File: config.mk
export PLATFORM = sky130hd
export DESIGN_NAME = multicycle_ctrl
export DESIGN_NICKNAME = d
export VERILOG_FILES = /design/src/rtl/rv32i_ctrl_pkg.sv /design/src/rtl/rv_opcode_class.sv /design/src/rtl/multicycle_ctrl.sv
export SDC_FILE = /design/constraint.sdc
export NUM_CORES = 1
export LEC_CHECK = 0
export BUFFER_PORTS_ARGS = -buffer_cell sky130_fd_sc_hd__buf_2
export CAP_MARGIN = 5
export CORE_UTILIZATION = 40
export CTS_CLUSTER_SIZE = 25
export DETAILED_ROUTE_END_ITERATION = 12
export SYNTH_ARGS = -nofsm -noshare
export SYNTH_HDL_FRONTEND = slang
export SYNTH_SLANG_ARGS = --single-unit
File: constraint.sdc
create_clock -name CLK -period 2.75 [get_ports CLK]
set_clock_uncertainty 0.1 [all_clocks]
set_input_delay 0.825 -clock CLK [delete_from_list [all_inputs] [get_ports CLK]]
set_output_delay 0.825 -clock CLK [all_outputs]
set_load 0.02 [all_outputs]
File: src/rtl/rv32i_ctrl_pkg.sv
// Shared RV32I control definitions: opcode values, multi-cycle FSM states and
// instruction classes. Also used by the single-cycle decoder.
package rv32i_ctrl_pkg;

    localparam logic [6:0] OPC_R      = 7'b0110011;
    localparam logic [6:0] OPC_IMM    = 7'b0010011;
    localparam logic [6:0] OPC_LOAD   = 7'b0000011;
    localparam logic [6:0] OPC_STORE  = 7'b0100011;
    localparam logic [6:0] OPC_BRANCH = 7'b1100011;
    localparam logic [6:0] OPC_JAL    = 7'b1101111;
    localparam logic [6:0] OPC_JALR   = 7'b1100111;
    localparam logic [6:0] OPC_LUI    = 7'b0110111;
    localparam logic [6:0] OPC_AUIPC  = 7'b0010111;

    typedef enum logic [2:0] {
        ST_FETCH,
        ST_DECODE,
        ST_EXEC,
        ST_MEM,
        ST_WB,
        ST_HALT
    } ctrl_state_t;

    typedef enum logic [3:0] {
        CLS_NONE,
        CLS_R,
        CLS_IMM,
        CLS_LOAD,
        CLS_STORE,
        CLS_BRANCH,
        CLS_JAL,
        CLS_JALR,
        CLS_LUI,
        CLS_AUIPC
    } instr_class_t;

endpackage

File: src/rtl/rv_opcode_class.sv
// Combinational opcode classifier: maps IR[6:0] to an instruction class and
// flags opcodes the core does not implement.
module rv_opcode_class
    import rv32i_ctrl_pkg::*;
(
    input  logic [6:0]   opcode,
    output instr_class_t op_class,
    output logic         valid
);

    always_comb begin
        op_class = CLS_NONE;
        valid    = 1'b1;
        case (opcode)
            OPC_R:      op_class = CLS_R;
            OPC_IMM:    op_class = CLS_IMM;
            OPC_LOAD:   op_class = CLS_LOAD;
            OPC_STORE:  op_class = CLS_STORE;
            OPC_BRANCH: op_class = CLS_BRANCH;
            OPC_JAL:    op_class = CLS_JAL;
            OPC_JALR:   op_class = CLS_JALR;
            OPC_LUI:    op_class = CLS_LUI;
            OPC_AUIPC:  op_class = CLS_AUIPC;
            default:    valid    = 1'b0;
        endcase
    end

endmodule

File: src/rtl/multicycle_ctrl.sv
// Multi-cycle RV32I control FSM: FETCH/DECODE/EXEC/MEM/WB over a shared
// req/ack memory, with undefined-opcode and bus-timeout halting.
module multicycle_ctrl
    import rv32i_ctrl_pkg::*;
#(
    parameter int unsigned WAIT_MAX = 15,
    parameter int unsigned CNT_W    = 4
) (
    input  logic       CLK,
    input  logic       rst_n,
    input  logic       EN_PC,
    input  logic [6:0] Opcode,
    input  logic       Mem_Ack,
    input  logic       Branch_Taken,
    output logic       Mem_Req,
    output logic       Mem_Wr_En,
    output logic       Mem_Addr_Sel,
    output logic       IR_Wr_En,
    output logic       PC_Wr_En,
    output logic       PC_Src,
    output logic       Reg_Wr_En,
    output logic [1:0] Src_to_Reg,
    output logic       ALU_Src1_Sel,
    output logic       ALU_Src2_Sel,
    output logic       Retire,
    output logic       Undef_Instr,
    output logic       Bus_Err,
    output logic       Halted
);

    localparam logic [CNT_W-1:0] WAIT_LIM = CNT_W'(WAIT_MAX);

    ctrl_state_t        state;
    instr_class_t       cls;
    instr_class_t       dec_cls;
    logic               dec_valid;
    logic [CNT_W-1:0]   wait_cnt;
    logic               req_active;
    logic               timeout;

    rv_opcode_class u_opcode_class (
        .opcode   (Opcode),
        .op_class (dec_cls),
        .valid    (dec_valid)
    );

    assign req_active = ((state == ST_FETCH) && EN_PC) || (state == ST_MEM);
    assign timeout    = (WAIT_MAX != 0) && req_active && !Mem_Ack && (wait_cnt == WAIT_LIM);

    always_ff @(posedge CLK or negedge rst_n) begin
        if (!rst_n) begin
            state       <= ST_FETCH;
            cls         <= CLS_NONE;
            wait_cnt    <= '0;
            Undef_Instr <= 1'b0;
            Bus_Err     <= 1'b0;
        end else begin
            // The counter is only nonzero while a request is pending, so
            // clearing it on ack/timeout also covers every state change.
            if (req_active) begin
                if (Mem_Ack || timeout)
                    wait_cnt <= '0;
                else if (wait_cnt != '1)
                    wait_cnt <= wait_cnt + 1'b1;
            end

            if (timeout) begin
                Bus_Err <= 1'b1;
                state   <= ST_HALT;
            end else begin
                case (state)
                    ST_FETCH:
                        if (EN_PC && Mem_Ack) state <= ST_DECODE;
                    ST_DECODE:
                        if (dec_valid) begin
                            cls   <= dec_cls;
                            state <= ST_EXEC;
                        end else begin
                            Undef_Instr <= 1'b1;
                            state       <= ST_HALT;
                        end
                    ST_EXEC:
                        case (cls)
                            CLS_LOAD, CLS_STORE: state <= ST_MEM;
                            CLS_BRANCH:          state <= ST_FETCH;
                            default:             state <= ST_WB;
                        endcase
                    ST_MEM:
                        if (Mem_Ack) state <= (cls == CLS_STORE) ? ST_FETCH : ST_WB;
                    ST_WB:
                        state <= ST_FETCH;
                    default:
                        state <= ST_HALT;
                endcase
            end
        end
    end

    always_comb begin
        Mem_Req      = 1'b0;
        Mem_Wr_En    = 1'b0;
        Mem_Addr_Sel = 1'b0;
        IR_Wr_En     = 1'b0;
        PC_Wr_En     = 1'b0;
        PC_Src       = 1'b0;
        Reg_Wr_En    = 1'b0;
        Src_to_Reg   = 2'b00;
        ALU_Src1_Sel = 1'b0;
        ALU_Src2_Sel = 1'b0;
        Retire       = 1'b0;
        Halted       = 1'b0;
        // Gated by rst_n so a pending request drops the moment reset asserts.
        if (rst_n) begin
            case (state)
                ST_FETCH:
                    if (EN_PC) begin
                        Mem_Req  = 1'b1;
                        IR_Wr_En = Mem_Ack;
                    end
                ST_EXEC: begin
                    case (cls)
                        CLS_R: ;
                        CLS_BRANCH, CLS_JAL, CLS_AUIPC: begin
                            ALU_Src1_Sel = 1'b1;
                            ALU_Src2_Sel = 1'b1;
                        end
                        default: ALU_Src2_Sel = 1'b1;
                    endcase
                    if (cls == CLS_BRANCH) begin
                        PC_Wr_En = 1'b1;
                        PC_Src   = Branch_Taken;
                        Retire   = 1'b1;
                    end
                end
                ST_MEM: begin
                    Mem_Req      = 1'b1;
                    Mem_Addr_Sel = 1'b1;
                    Mem_Wr_En    = (cls == CLS_STORE);
                    if (Mem_Ack && (cls == CLS_STORE)) begin
                        PC_Wr_En = 1'b1;
                        Retire   = 1'b1;
                    end
                end
                ST_WB: begin
                    Reg_Wr_En = 1'b1;
                    PC_Wr_En  = 1'b1;
                    Retire    = 1'b1;
                    if (cls == CLS_LOAD)
                        Src_to_Reg = 2'b01;
                    else if ((cls == CLS_JAL) || (cls == CLS_JALR)) begin
                        Src_to_Reg = 2'b10;
                        PC_Src     = 1'b1;
                    end
                end
                ST_HALT:
                    Halted = 1'b1;
                default: ;
            endcase
        end
    end

endmodule

## Word level (Yosys, flattened, before mapping)

Cells that the tools add are included.
W data, S select, Z words.

- Memory bits (read-only): 0
- Input port bits: 12
- Memories: 0
- Word-level logic and storage cells: 95
- Flip-flop bits (word level): 13
- Latch bits: 0
- RAM bits: 0
- Output and inout bits: 15

- Add/subtract/negate cells: 1
- Multipliers: 0
- Eq/ne operators: 25
- Bitwise operators: 2
- $lt $le $gt $ge: 0
- Divide/modulo/power cells: 0
- Reductions and logical operators: 18
- Muxes and demuxes: 44
- Shift operators: 0

Operators with widths:

| operator | number |
|---|---|
| $pmux W4 S9 | 1 |
| $mux W1 | 27 |
| $eq A7 B6 Y1 const B | 3 |
| $eq A7 B7 Y1 const B | 3 |
| $eq A4 B3 Y1 const B | 4 |
| $mux W3 | 5 |
| $pmux W3 S5 | 1 |
| $eq A7 B5 Y1 const B | 2 |
| $reduce_or A9 Y1 | 1 |
| $eq A4 B4 Y1 const B | 2 |
| $mux W2 | 4 |
| $mux W4 | 2 |
| $eq A7 B2 Y1 const B | 1 |
| $eq A3 B2 Y1 const B | 2 |
| $eq A3 B3 Y1 const B | 2 |
| $pmux W3 S2 | 1 |
| $reduce_and A3 Y1 | 2 |
| $logic_and A1 B1 Y1 | 5 |
| $add A4 B1 Y4 const B | 1 |
| $eq A4 B1 Y1 const B | 1 |
| $eq A4 B2 Y1 const B | 1 |
| $ne A4 B4 Y1 const B | 1 |
| $pmux W1 S2 | 2 |
| $reduce_and A2 Y1 | 2 |
| other kinds (11) | 14 |

## Logic depth before layout (Yosys ltp)

- Depth in word-level cells: 8
- Mapped depth: 6
- Gate-level depth less buffers: 6

## Hierarchy

A second synthesis with hierarchy kept.

- Cells, all modules: 124
- Area, all modules: 1059.8 um^2

Modules (own cells, without submodules):

| module | area an instance (um^2) | cells an instance | times used | sequential area each (um^2) |
|---|---|---|---|---|
| multicycle_ctrl | 927.1 | 104 | 1 | 325.3 |
| rv_opcode_class | 132.6 | 20 | 1 | 0.0 |

## Worst setup path before layout

OpenSTA, ideal clock, no wires.

- Kind: input-to-output
- Start point: input port rst_n
- End point: output port Mem_Wr_En
- Stages on the path: 2
- Data arrival time: 1.995 ns
- Required time: 1.825 ns
- Setup slack: -0.170 ns
- Buffers on the path: 0
- Cells stage by stage: nor3b_1 nor3b_1

- Cells in the longest elaborated chain, start to end: 1

RTL lines:

| item | RTL line | RTL |
|---|---|---|
| from (decl) | multicycle_ctrl.sv:10 | `input logic rst_n,` |
| $mux W1 | multicycle_ctrl.sv:113 | `if (rst_n) begin` |
| to (decl) | multicycle_ctrl.sv:16 | `output logic Mem_Wr_En,` |

Every way passes these cells.

## Final worst setup path

- Start point: register state[1]
- End point: output port Mem_Wr_En

- Cells in the longest elaborated chain, start to end: 3

RTL lines:

| item | RTL line | RTL |
|---|---|---|
| from (decl) | multicycle_ctrl.sv:33 | `ctrl_state_t state;` |
| from (signal assigned) | multicycle_ctrl.sv:89 | `if (Mem_Ack) state <= (cls == CLS_STORE) ? ST_FETCH : ST_WB;` |
| $eq A3 B2 Y1 | multicycle_ctrl.sv:114 | `case (state)` |
| $mux W1 | multicycle_ctrl.sv:114 |  |
| $mux W1 | multicycle_ctrl.sv:113 |  |

Every way passes these cells.

==> results_dict.tcl <==
set metrics [dict create \
    holdBufCountCts 0 \
    multi_input_area_sq_um 614.3 \
    cts_resized 0 \
    synth_top_area_cell "dfrtp_1" \
    avgSynthCellArea_sq_um 8.331 \
    switching_share 0.4346 \
    power.density_nw_per_um2 648.1 \
    first_pass_iters 4 \
    drive_gt1_frac 0.2770 \
    htreeDepth 1 \
    timing.fmax_mhz 383.9 \
    cts_buffers 3 \
    cts_sinks 13 \
    cp-end-kind "primary output" \
    dpl_worst_slack_ns 0.1767 \
    worstMarginPinSlew_ns 0.4539 \
    overflow 0 \
    ioPinCount 27 \
    core_sq_um 2276 \
    dieArea_sq_um 2703 \
    detail_route.wl_per_cell_microns 12.46 \
    hold_path.class "primary input to asynchronous set/reset pin" \
    die_height_microns 51.99 \
    drtIter0Drc 23 \
    slew_headroom 0.6949 \
    required_ns 1.83 \
    power.leakage_uw 0.0005543 \
    clockBufferDepth 2 \
    clkTransAtPathRegs_ns 0.08 \
    rows 17 \
    start_kind "register" \
    final.min_clock_period_ns 2.605 \
    path_class "register to primary output" \
    drtAntennaViolNets 0 \
    timing.hold.ws_ns 0.2744 \
    drv_slew 0 \
    cts_root_buffer "clkbuf_4" \
    netlist.area_leader.share 0.3254 \
    post_synth_instance_area_sq_um 999.7 \
    syn_inst 120 \
    finalHoldViolations 0 \
    grt_max_degree 15 \
    setup_viol 0 \
    ys_seq_elements 13 \
    track_usage 0.1844 \
    layout.cells.non_filler 176 \
    fin_crit_sh 0.9473 \
    synthFlopType "dfrtp_1" \
    synthTopCellsByArea "dfrtp_1 33%, nand2_1 6.8%, nor2_1 5.3%" \
    p_clk_frac 0.153 \
    synth_nets 133 \
    synth_seq_area_share 0.3254 \
    layout.nets 162 \
    n_fill_cell 210 \
    drc 0 \
    num_vias 982 \
    layout_setup_ws_ns 0.1450 \
    cts_tree "yes" \
    rsz0062_at_grt "false" \
    post_cts_buffers 0 \
    place_congestion 0.8103 \
    antenna_found_initial 0 \
    worstPathMaxFanout 10 \
    grt_pass1_wl_mm 3.726 \
    die_w_microns 51.99 \
    antenna_cells 0 \
    viasPerCell 5.580 \
    max-vdd-ir-drop_mv 0.4166 \
    numPortBuffers 26 \
    area_growth_pct 16.90 \
    hpwl_mm 1.699 \
    yosysWarnings 0 \
    clkLatencyLatePin_ns 0.27 \
    asyncSetResetFlopFracSynth 1.000 \
    cap_violations 0 \
    routed_wl_mm 2.193 \
    comb_power_share 0.390 \
    p_int_uw 428.2 \
    dpl.cell_count 172 \
    regArea_sq_um 325.3 \
    final_util 0.5135 \
    power_switching_uw 329.1 \
    start_util 0.4393 \
    p_seq_frac 0.456 \
    synth_cell_types 48 \
    arrival_ns 1.68 \
    grt_pass1_vias 826 \
    status "completed" \
    synth_edf_count 0 \
]
## power by group through the flow
stage	clock (uW)	sequential (uW)	combinational, uW
floorplan	0	297	273
global placement	0	345	290
detailed placement	0	349	296
CTS	121	344	298
global route	129	359	336
finish	116	346	296
## metrics by stage
step | setup TNS, ns | cell area (sq um) | total power (uW)
floorplan | -0.01105 | 1005 | 569.8
global placement | 0 | 1142 | 635.2
detailed placement | 0 | 1142 | 644.7
CTS | 0 | 1169 | 763.3
global route | 0 | 1169 | 823.6
finish | 0 | 1169 | 757.4
## cells in the mapped netlist (all sizes together) (2+ instances only)
master,number
buf,2
nand2,18
clkbuf,3
nor3b,4
o21ai,4
a31oi,3
and2,2
nor2b,5
nor2,14
a21o,2
xor2,2
inv,4
nor4,2
mux2,3
nand3,3
and3,2
nor3,2
a21oi,8
dfrtp,13
## worst paths after layout
| kind | start | to | slack [ns] | depth (start not counted) |
|---|---|---|---|---|
| setup / recovery | state[1]$_DFFE_PN0P_ | Mem_Wr_En | 0.14 | 4 |
| hold / removal | rst_n | cls[2]$_DFFE_PN0P_ | 0.27 | 1 |
| setup reg to reg | state[1]$_DFFE_PN0P_ | wait_cnt[1]$_DFFE_PN0P_ | 0.96 | 5 |
| hold reg to reg | Undef_Instr$_DFFE_PN0P_ | Undef_Instr$_DFFE_PN0P_ | 0.36 | 1 |
| max in group asynchronous | rst_n | Undef_Instr$_DFFE_PN0P_ | 1.78 | 3 |
| min in group CLK | Undef_Instr$_DFFE_PN0P_ | Undef_Instr$_DFFE_PN0P_ | 0.36 | 1 |
## cells by family after synthesis
kind of cell,after synthesis,share of synthesized area
adders and majority gates,1,0.01251
xor gates and xnor gates,2,0.01753
and+or+nand+nor,60,0.3104
DFF,13,0.3254
buffers and inverters,9,0.06508
AOI/OAI and AO/OA,31,0.2253
muxes,4,0.04380
## placed cells by master, fill, tap and decap left out, drive strengths merged, types with 2 or more instances in the layout
| cell type | instances |
|---|---|
| buf | 29 |
| nand2 | 18 |
| nor2 | 14 |
| dfrtp | 13 |
| a21oi | 8 |
| nor2b | 5 |
| inv | 4 |
| nor3b | 4 |
| o21ai | 4 |
| clkbuf | 4 |
| nand3 | 3 |
| a31oi | 3 |
| mux2 | 3 |
| xor2 | 2 |
| and2 | 2 |
| and3 | 2 |
| a21o | 2 |
| nor3 | 2 |
| nor4 | 2 |
## registers in the layout, summed over array words and instances, names as in the netlist
name	cells
cls	4
wait_cnt	4
state	3
Bus_Err	1
Undef_Instr	1
## worst max-delay path, cell delays in order, from the launching register on
cell and delay [ns]:
dfrtp_1 0.52, nand2_1 0.22, nor3b_1 0.30, nor3b_2 0.19, buf_2 0.18
## routing by layer
metal,share of wire,GRT usage,vias up
li1,-,-,496
met3,0.062,0.03509,2
met4,0.0041,0.05856,0
met2,0.43,0.2778,38
met1,0.50,0.2622,446
met5,0,0,-
## area by class of cell
cell class	instances	area share
Multi-Input combinational cell	98	0.5257
Inverter	4	0.01285
Sequential cell	13	0.2784
Timing Repair Buffer	29	0.1306
Tap cell	28	0.02998
Clock buffer	4	0.02248
No activity file was read; power rests on OpenSTA's default activity.
